File: config.mk
export PLATFORM = sky130hd
export DESIGN_NAME = sseg_scan_ctrl
export DESIGN_NICKNAME = d
export VERILOG_FILES = /design/src/rtl/sseg_pkg.sv /design/src/rtl/sseg_decode.sv /design/src/rtl/sseg_scan_ctrl.sv
export SDC_FILE = /design/constraint.sdc
export NUM_CORES = 1
export LEC_CHECK = 0
export CAP_MARGIN = 0
export CELL_PAD_IN_SITES_DETAIL_PLACEMENT = 0
export CELL_PAD_IN_SITES_GLOBAL_PLACEMENT = 2
export CORE_ASPECT_RATIO = 1.4
export CORE_MARGIN = 1
export CORE_UTILIZATION = 35
export CTS_CLUSTER_DIAMETER = 30
export DETAILED_ROUTE_END_ITERATION = 16
export HOLD_SLACK_MARGIN = 0.12
export PLACE_DENSITY_LB_ADDON = 0.1
export SYNTH_ARGS = -nofsm -noshare
export SYNTH_HDL_FRONTEND = slang
export SYNTH_SLANG_ARGS = --single-unit
File: constraint.sdc
create_clock -name CLK -period 3.25 [get_ports CLK]
set_input_delay 0.4875 -clock CLK [delete_from_list [all_inputs] [get_ports CLK]]
set_output_delay 0.4875 -clock CLK [all_outputs]
set_load 0.01 [all_outputs]
File: src/rtl/sseg_pkg.sv
// Purpose: shared constants for the seven-segment scan controller (segment table, off codes, register map).
// Latency: n/a (declarations only).
// Backpressure: n/a.
package sseg_pkg;

    // Both anode and cathode lines are active-low, so "off" means all ones.
    localparam logic [3:0] ANODE_OFF = 4'hF;
    localparam logic [7:0] CATH_OFF  = 8'hFF;

    // MMIO register map.
    typedef enum logic [1:0] {
        ADDR_VALUE  = 2'd0,
        ADDR_MASK   = 2'd1,
        ADDR_BRIGHT = 2'd2,
        ADDR_RSVD   = 2'd3
    } reg_addr_e;

    // Segment patterns {a,b,c,d,e,f,g}, active-low, indexed by hex nibble.
    localparam logic [6:0] SEG_TABLE [16] = '{
        7'b0000001,  // 0
        7'b1001111,  // 1
        7'b0010010,  // 2
        7'b0000110,  // 3
        7'b1001100,  // 4
        7'b0100100,  // 5
        7'b0100000,  // 6
        7'b0001111,  // 7
        7'b0000000,  // 8
        7'b0001100,  // 9
        7'b0001000,  // A
        7'b1100000,  // b
        7'b0110001,  // C
        7'b1000010,  // d
        7'b0110000,  // E
        7'b0111000   // F
    };

    // Active-low one-hot anode select for a digit index.
    function automatic logic [3:0] anode_sel(input logic [1:0] idx);
        return ~(4'b0001 << idx);
    endfunction

endpackage

File: src/rtl/sseg_decode.sv
// Purpose: hex nibble to active-low seven-segment pattern.
// Latency: combinational.
// Backpressure: none.
// Ports: nibble (4-bit hex digit in), seg (7-bit {a..g} active-low out).
module sseg_decode
    import sseg_pkg::*;
(
    input  logic [3:0] nibble,
    output logic [6:0] seg
);

    assign seg = SEG_TABLE[nibble];

endmodule

File: src/rtl/sseg_scan_ctrl.sv
// Purpose: MMIO-programmed 4-digit seven-segment scanner with PWM dimming and frame-synchronous register update.
// Latency: register writes reach the display at the next frame boundary; pins lag internal scan state by 1 cycle.
// Backpressure: none; writes are always accepted (addr 3 ignored).
// Ports: CLK/RST (sync, active-high); WR_EN/WR_ADDR/WR_DATA register write port;
//        CATHODES {dp,a..g} and ANODES {d4..d1} active-low pins; FRAME_START pulse; DIGIT_IDX scan position.
module sseg_scan_ctrl
    import sseg_pkg::*;
#(
    parameter int CLK_DIV  = 100000,
    parameter int PWM_BITS = 4
) (
    input  logic        CLK,
    input  logic        RST,
    input  logic        WR_EN,
    input  logic [1:0]  WR_ADDR,
    input  logic [15:0] WR_DATA,
    output logic [7:0]  CATHODES,
    output logic [3:0]  ANODES,
    output logic        FRAME_START,
    output logic [1:0]  DIGIT_IDX
);

    localparam int                  SLOT_W      = (CLK_DIV > 2) ? $clog2(CLK_DIV) : 1;
    localparam logic [SLOT_W-1:0]   SLOT_LAST   = SLOT_W'(CLK_DIV - 1);
    localparam logic [PWM_BITS-1:0] BRIGHT_FULL = '1;

    // Shadow set: written by the CPU at any time.
    logic [15:0]         sh_value;
    logic [3:0]          sh_en;
    logic [3:0]          sh_dp;
    logic [PWM_BITS-1:0] sh_bright;

    // Active set: what the scanner displays; only reloaded at frame boundaries.
    logic [15:0]         act_value;
    logic [3:0]          act_en;
    logic [3:0]          act_dp;
    logic [PWM_BITS-1:0] act_bright;

    logic [SLOT_W-1:0]   slot_cnt;
    logic [1:0]          digit_idx;
    logic [PWM_BITS-1:0] pwm_cnt;

    logic                slot_end;
    logic                frame_end;

    logic [3:0]          nibble;
    logic                en_bit;
    logic                dp_bit;
    logic                bright_ok;
    logic [6:0]          seg;
    logic [3:0]          an_next;
    logic [7:0]          cath_next;

    assign slot_end  = (slot_cnt == SLOT_LAST);
    assign frame_end = slot_end && (digit_idx == 2'd3);

    // ---------------- shadow register writes ----------------
    always_ff @(posedge CLK) begin
        if (RST) begin
            sh_value  <= 16'h0000;
            sh_en     <= 4'hF;
            sh_dp     <= 4'h0;
            sh_bright <= BRIGHT_FULL;
        end else if (WR_EN) begin
            case (reg_addr_e'(WR_ADDR))
                ADDR_VALUE:  sh_value <= WR_DATA;
                ADDR_MASK: begin
                    sh_en <= WR_DATA[3:0];
                    sh_dp <= WR_DATA[7:4];
                end
                ADDR_BRIGHT: sh_bright <= WR_DATA[PWM_BITS-1:0];
                default: ;
            endcase
        end
    end

    // ---------------- scan counters and frame-synchronous reload ----------------
    always_ff @(posedge CLK) begin
        if (RST) begin
            slot_cnt   <= '0;
            digit_idx  <= 2'd0;
            pwm_cnt    <= '0;
            act_value  <= 16'h0000;
            act_en     <= 4'hF;
            act_dp     <= 4'h0;
            act_bright <= BRIGHT_FULL;
        end else begin
            // PWM phase runs freely across slots so dimming has no per-digit phase reset.
            pwm_cnt <= pwm_cnt + PWM_BITS'(1);
            if (slot_end) begin
                slot_cnt  <= '0;
                // Wraps 3 -> 0 at the frame boundary.
                digit_idx <= digit_idx + 2'd1;
            end else begin
                slot_cnt  <= slot_cnt + SLOT_W'(1);
            end
            // The shadow value captured here excludes a write landing on this same edge,
            // so such a write shows one frame later.
            if (frame_end) begin
                act_value  <= sh_value;
                act_en     <= sh_en;
                act_dp     <= sh_dp;
                act_bright <= sh_bright;
            end
        end
    end

    // ---------------- digit select and output decode ----------------
    sseg_decode u_decode (
        .nibble (nibble),
        .seg    (seg)
    );

    assign bright_ok = (act_bright == BRIGHT_FULL) || (pwm_cnt < act_bright);

    always_comb begin
        nibble    = 4'h0;
        en_bit    = 1'b0;
        dp_bit    = 1'b0;
        an_next   = ANODE_OFF;
        cath_next = CATH_OFF;
        // An undecodable index leaves en_bit low, which blanks the display.
        case (digit_idx)
            2'd0: begin nibble = act_value[3:0];   en_bit = act_en[0]; dp_bit = act_dp[0]; end
            2'd1: begin nibble = act_value[7:4];   en_bit = act_en[1]; dp_bit = act_dp[1]; end
            2'd2: begin nibble = act_value[11:8];  en_bit = act_en[2]; dp_bit = act_dp[2]; end
            2'd3: begin nibble = act_value[15:12]; en_bit = act_en[3]; dp_bit = act_dp[3]; end
            default: ;
        endcase
        if (en_bit && bright_ok) begin
            an_next   = anode_sel(digit_idx);
            cath_next = {~dp_bit, seg};
        end
    end

    always_ff @(posedge CLK) begin
        if (RST) begin
            ANODES   <= ANODE_OFF;
            CATHODES <= CATH_OFF;
        end else begin
            ANODES   <= an_next;
            CATHODES <= cath_next;
        end
    end

    // The first cycle after reset release already sits at slot 0 of digit 0,
    // so this naturally marks that cycle as a frame start too.
    assign FRAME_START = ~RST && (slot_cnt == '0) && (digit_idx == 2'd0);
    assign DIGIT_IDX   = digit_idx;

endmodule

== Word-level counts from Yosys, hierarchy flattened ==
Memories as Yosys holds them, arrays and structs flattened. A register that Yosys moved wholly into a read port is not among the register bits.
Cells that the tools add are included.
Storage, ports and cells
  bits in writable memories: 0
  memories: 1
  latch bits: 0
  bits in registers: 91
  word-level logic and storage cells: 50
  ROM bits: 112
  input bits: 21
  output and inout port bits: 15
Operators by class
  divide/modulo/power cells: 0
  eq/ne operators: 7
  shift operators: 1
  multiply operators: 0
  bitwise operators: 5
  $lt $le $gt $ge: 2
  reduce and logical (&&, ||, !) cells: 13
  $add $sub $neg: 3
  multiplexer cells: 5
Memory list
  (no name shown): words 16, width 7, read ports 1, clocked after memory_dff 1, write ports 0, RTL line sseg_decode.sv:12  | assign seg = SEG_TABLE[nibble];
Operators with widths (number)
  adder 17 x 1 -> 17 bit (second input constant): 1
  equality test 17 bit (second input constant): 1
  logical NOT 17 bit: 1
  one-hot mux 4 bit (4 select lines): 1
  2-to-1 mux 7 bit: 2
  one-hot mux 1 bit (4 select lines): 2
  equality test 2 bit (second input constant): 3
  AND reduction 2 bit: 3
  >= comparator 5 bit (second input constant): 1
  inverter 4 -> 5 bit: 1
  adder 4 x 1 -> 4 bit (second input constant): 1
  equality test 2 x 1 -> 1 bit (second input constant): 2
  equality test 4 bit (second input constant): 1
  logical AND 1 bit: 4
  logical NOT 2 bit: 2
  < comparator 4 bit: 1
  inverter 4 bit: 1
  OR reduction 2 bit: 2
  left shift 1 x 2 -> 4 bit (first input constant): 1
  inverter 1 bit: 3
  adder 2 x 1 -> 2 bit (second input constant): 1
  logical OR 1 bit: 1

== Depth between registers and ports, before layout ==
Gate-level depths: netlist of the first run.
  depth after elaboration: 6
  depth in mapped cells: 10
  mapped depth without buffers: 10

== Modules after synthesis ==
A second synthesis of the first run with hierarchy kept.
Unflattened totals
  cells, all modules: 444
  area total of the unflattened synthesis: 3803.6 sq um
By module, submodules not included
  sseg_scan_ctrl: cells an instance 410, instances 1, seq. area each 1821.7 sq um, area an instance 3555.9 sq um
  sseg_decode: cells an instance 34, instances 1, seq. area each 0.0 sq um, area an instance 247.7 sq um

== Worst setup path before layout of the first run ==
No wires, ideal clock.
  kind: register -> register
  start: register digit_idx[0] (netlist: DIGIT_IDX[0])
  end: register CATHODES[3]
  path buffers: 1
  arrival time: 2254 ps
  clock period less this slack: 2384 ps
  library setup time: 130 ps
  cell stages (with the launch flop): 11
  required time: 3120 ps
  slack: 866 ps
  cells stage by stage: dfxtp_1 inv_1 ha_1 clkbuf_1 mux2i_1 inv_1 ha_1 nand2_1 nor2_1 o41ai_1 nand2_1
Between the ends
  longest elaborated chain between the ends: 5
  elaborated cells on any way between the ends: 10
  those cells by class: eq/ne (3); mux (2); bitwise (2); reduce/logical (3)
RTL lines
  from (decl): RTL line sseg_scan_ctrl.sv:40  | logic [1:0] digit_idx;
  from (signal assigned): RTL line sseg_scan_ctrl.sv:93  | digit_idx <= digit_idx + 2'd1;
  equality test 2 bit (tied with other cells): RTL line sseg_scan_ctrl.sv:123  | case (digit_idx)
  one-hot mux 1 bit (4 select lines): RTL line sseg_scan_ctrl.sv:123
  logical AND 1 bit: RTL line sseg_scan_ctrl.sv:130  | if (en_bit && bright_ok) begin
  inverter 1 bit (no line)
  OR reduction 2 bit (no line)
  to (decl): RTL line sseg_scan_ctrl.sv:17  | output logic [7:0] CATHODES,
Parallel ways exist; a longest one is shown, timed or not.
A chain may end at the register's enable or synchronous reset.

== Final worst setup path of the first run ==
  start: register slot_cnt[11]
  end: output port FRAME_START
Between the ends
  longest elaborated chain between the ends: 3
RTL lines
  from (decl): RTL line sseg_scan_ctrl.sv:39  | logic [SLOT_W-1:0] slot_cnt;
  from (signal assigned): RTL line sseg_scan_ctrl.sv:95  | slot_cnt <= slot_cnt + SLOT_W'(1);
  logical NOT 17 bit: RTL line sseg_scan_ctrl.sv:148  | assign FRAME_START = ~RST && (slot_cnt == '0) && (digit_idx == 2'd0);
  logical AND 1 bit (2 in a row): RTL line sseg_scan_ctrl.sv:148
  to (decl): RTL line sseg_scan_ctrl.sv:19  | output logic FRAME_START,
No other way between the ends.

==> out/metrics.cfg, run 1 <==
[timing]
skew_ps = 4.91
final-setup-viol-count = 0
period_needed_ps = 2860
hold_violations = 0
relSlewSlack_pct = 50.8
fin_ws_ps = 391
fmax_mhz = 350
finalSetupTns_ps = 0
fin_crit_sh_pct = 88.0
grt_setup_unrepaired = no
tightest_slew_ps = 717
slew_viol_final = 0

[synth]
synth_warnings = 0
synth_area_sq_um = 3920
ys_async_sr_fraction_pct = 0
synth_edf_count = 0
ys_ff_latch = 91
synth.net_count = 491
ys_seq_area_share_pct = 46.5
ys.flop_type = dfxtp_1
synth_cell_types = 49
syn_inst = 454
syn_area_per_cell_sq_um = 8.63

[setup_path]
start_kind = register
required_ps = 2760
crit_fanout = 4
critPathMaxStageDelay_ps = 580
endpoint_kind = primary output
cp_top_family = simple AND/OR/NAND/NOR gates
cp.arrival_ps = 2370
crit_type = register to primary output
crit_chain = or4_4 > or2_4 > nor4_1 > clkdlybuf4s50_1
critPathBufInv = 1
slowest_stage = clkdlybuf4s50_1

[cts]
cts_resized = 0
clock_latency_ps = 340
cts_hold_buffers = 0
cts-root-buf = clkbuf_16
cts.sinks = 91
numCtsBuffers = 9
cts_tree = yes
htreeDepth = 3
cts_setup_buffers = 0
clock_path_buffers = 2
clkTransAtPathRegs_ps = 60

[final_layout]
post-route-util_pct = 43.2
diodes = 0
drive_above_1_share_pct = 8.37
final_nets = 522
areaGrowthSynthToFinish_pct = 19.7

[floorplanning]
fp-row-count = 45
core_sq_um = 10900
die-area_sq_um = 11600
initial_core_util_pct = 36.1
die_h_um = 127
ios = 36
fp.dieW_um = 91.4

[detailed_routing]
routed.top_layer = met4
drt-total-wl_um = 8800
wirelength_met1_um = 4190
vias = 3009
drtAntennaViolNets = 0
remaining_drc_errors = 0
viasPerCell = 4.77
dr.pass1.iters = 5
wl_per_cell_um = 13.9
met2_length_um = 4160
drtIter0Drc = 119
dr_wl_met3_um = 277

[global_routing]
grt_max_degree = 66
grt_pass1_vias = 3034
grt_first_pass_wirelength_um = 15100
antenna_found_initial = 0
grt.overflow.total = 0
grt_use_total_pct = 16.6

[power]
peakVddDrop_mv = 0.278
leakage_nw = 1.83
cellPowerDensity_nw_per_um2 = 499

[placed_design]
port_buffers = 35
dp_slack_ps = 678
gp_congestion = 0.755
place.detailed.hpwl_um = 6200

[run]
drv_cap = 0

[min_path]
worstHoldPathType = register to register

[outcome]
outcome = complete, no violations

## where the power goes
group          leakage (nW)  internal, mW  switching, mW
sequential            0.740          1.14         0.0139
clock                 0.150         0.660          0.412
combinational         0.940        0.0582         0.0559
total                  1.83          1.86          0.482
## layout make-up
class / instances / area (sq um)
sequential: 91 / 1820
clock inverter: 1 / 30.0
tap: 141 / 176
multi-input combinational: 320 / 1910
clock buffer: 15 / 278
inverter: 22 / 82.6
fill: 1116 / 6180
timing repair buffer: 41 / 390
## cell usage after synthesis, types with 5 or more instances
cell type	count	area share [%]
nand2_1	107	10
dfxtp_1	91	47
nor2_1	45	4.3
a21oi_1	27	3.4
inv_1	22	2.1
ha_1	16	5.1
xnor2_1	15	3.4
a21oi_2	12	2.7
mux2i_1	11	2.8
clkbuf_1	10	0.96
nand3_1	10	1.3
nand3b_1	10	1.9
a211o_1	9	2.0
a222oi_1	5	1.3
and3_1	5	0.80
## routing by layer
| layer | global-route usage, % | vias to the layer above |
|---|---|---|
| met1 | 21.0 | 1383 |
| met3 | 4.17 | 11 |
| li1 | - | 1571 |
| met5 | 0 | - |
| met2 | 27.0 | 44 |
| met4 | 6.44 | 0 |
## state kept, by name, summed over array words and instances (netlist names), 8 cells and up
| name | cells |
|---|---|
| sh_value | 16 |
| CATHODES | 8 |
| act_value | 16 |
| slot_cnt | 17 |
## kinds of logic (layout without fill, tap and decap cells)
group / Yosys count / after routing / synth area share [%]
adders and majority gates: 16 / 16 / 5.11
DFF: 91 / 91 / 46.5
buffers and inverters: 43 / 79 / 4.85
xor gates and xnor gates: 19 / 19 / 4.25
and+or+nand+nor: 204 / 204 / 23.7
muxes: 12 / 12 / 3.10
AOI/OAI and AO/OA: 69 / 69 / 12.5
## cells in the final DEF (no fill, tap or decap), types with 2 or more instances in the layout
| cell type | instances |
|---|---|
| nand2_1 | 107 |
| dfxtp_1 | 91 |
| nor2_1 | 45 |
| clkdlybuf4s50_1 | 34 |
| a21oi_1 | 27 |
| inv_1 | 22 |
| ha_1 | 16 |
| xnor2_1 | 15 |
| a21oi_2 | 12 |
| mux2i_1 | 11 |
| nand3_1 | 10 |
| nand3b_1 | 10 |
| a211o_1 | 9 |
| clkbuf_16 | 9 |
| buf_4 | 6 |
| a222oi_1 | 5 |
| and3_1 | 5 |
| xor2_1 | 4 |
| nor2b_1 | 3 |
| o21ai_0 | 3 |
| nor3_1 | 3 |
| clkbuf_8 | 3 |
| clkbuf_1 | 3 |
| or3_1 | 2 |
| nor4_1 | 2 |
| nand2b_1 | 2 |
| a21o_1 | 2 |
| and2_1 | 2 |
| o211ai_1 | 2 |
| o221ai_1 | 2 |
| or2_2 | 2 |
| and4_1 | 2 |
| nand4_1 | 2 |
## tightest hold or removal path, stage by stage (launching register included)
cell,delay (ps)
dfxtp_1,310
nand2_1,50
a21oi_1,50
## metrics by stage
stage	power, mW	cell area (sq um)	hold slack [ps]	instances
detailed placement	1.29	4380	448	615
CTS	2.37	4690	458	631
global route	2.44	4690	479	631
global placement	1.29	4380	438	615
floorplan	1.24	3920	425	454
finish	2.34	4690	457	631
## final timing paths
| path | startpoint | endpoint | slack, ps | depth (start not counted) |
|---|---|---|---|---|
| worst max-delay path | slot_cnt[11] | FRAME_START | 390 | 4 |
| worst max register to register | DIGIT_IDX[0] | CATHODES[3] | 660 | 7 |
| worst min register to register | sh_value[8] | sh_value[8] | 460 | 2 |
| worst min-delay path | sh_value[8] | sh_value[8] | 460 | 2 |
No activity file was read; power rests on OpenSTA's default activity.
==> run 2, diff against run 1 <==
- CTS_CLUSTER_DIAMETER: 30 -> 40
==> results of run 2 <==
Same layout as run 1: the final DEF is identical, and so are final timing and power.
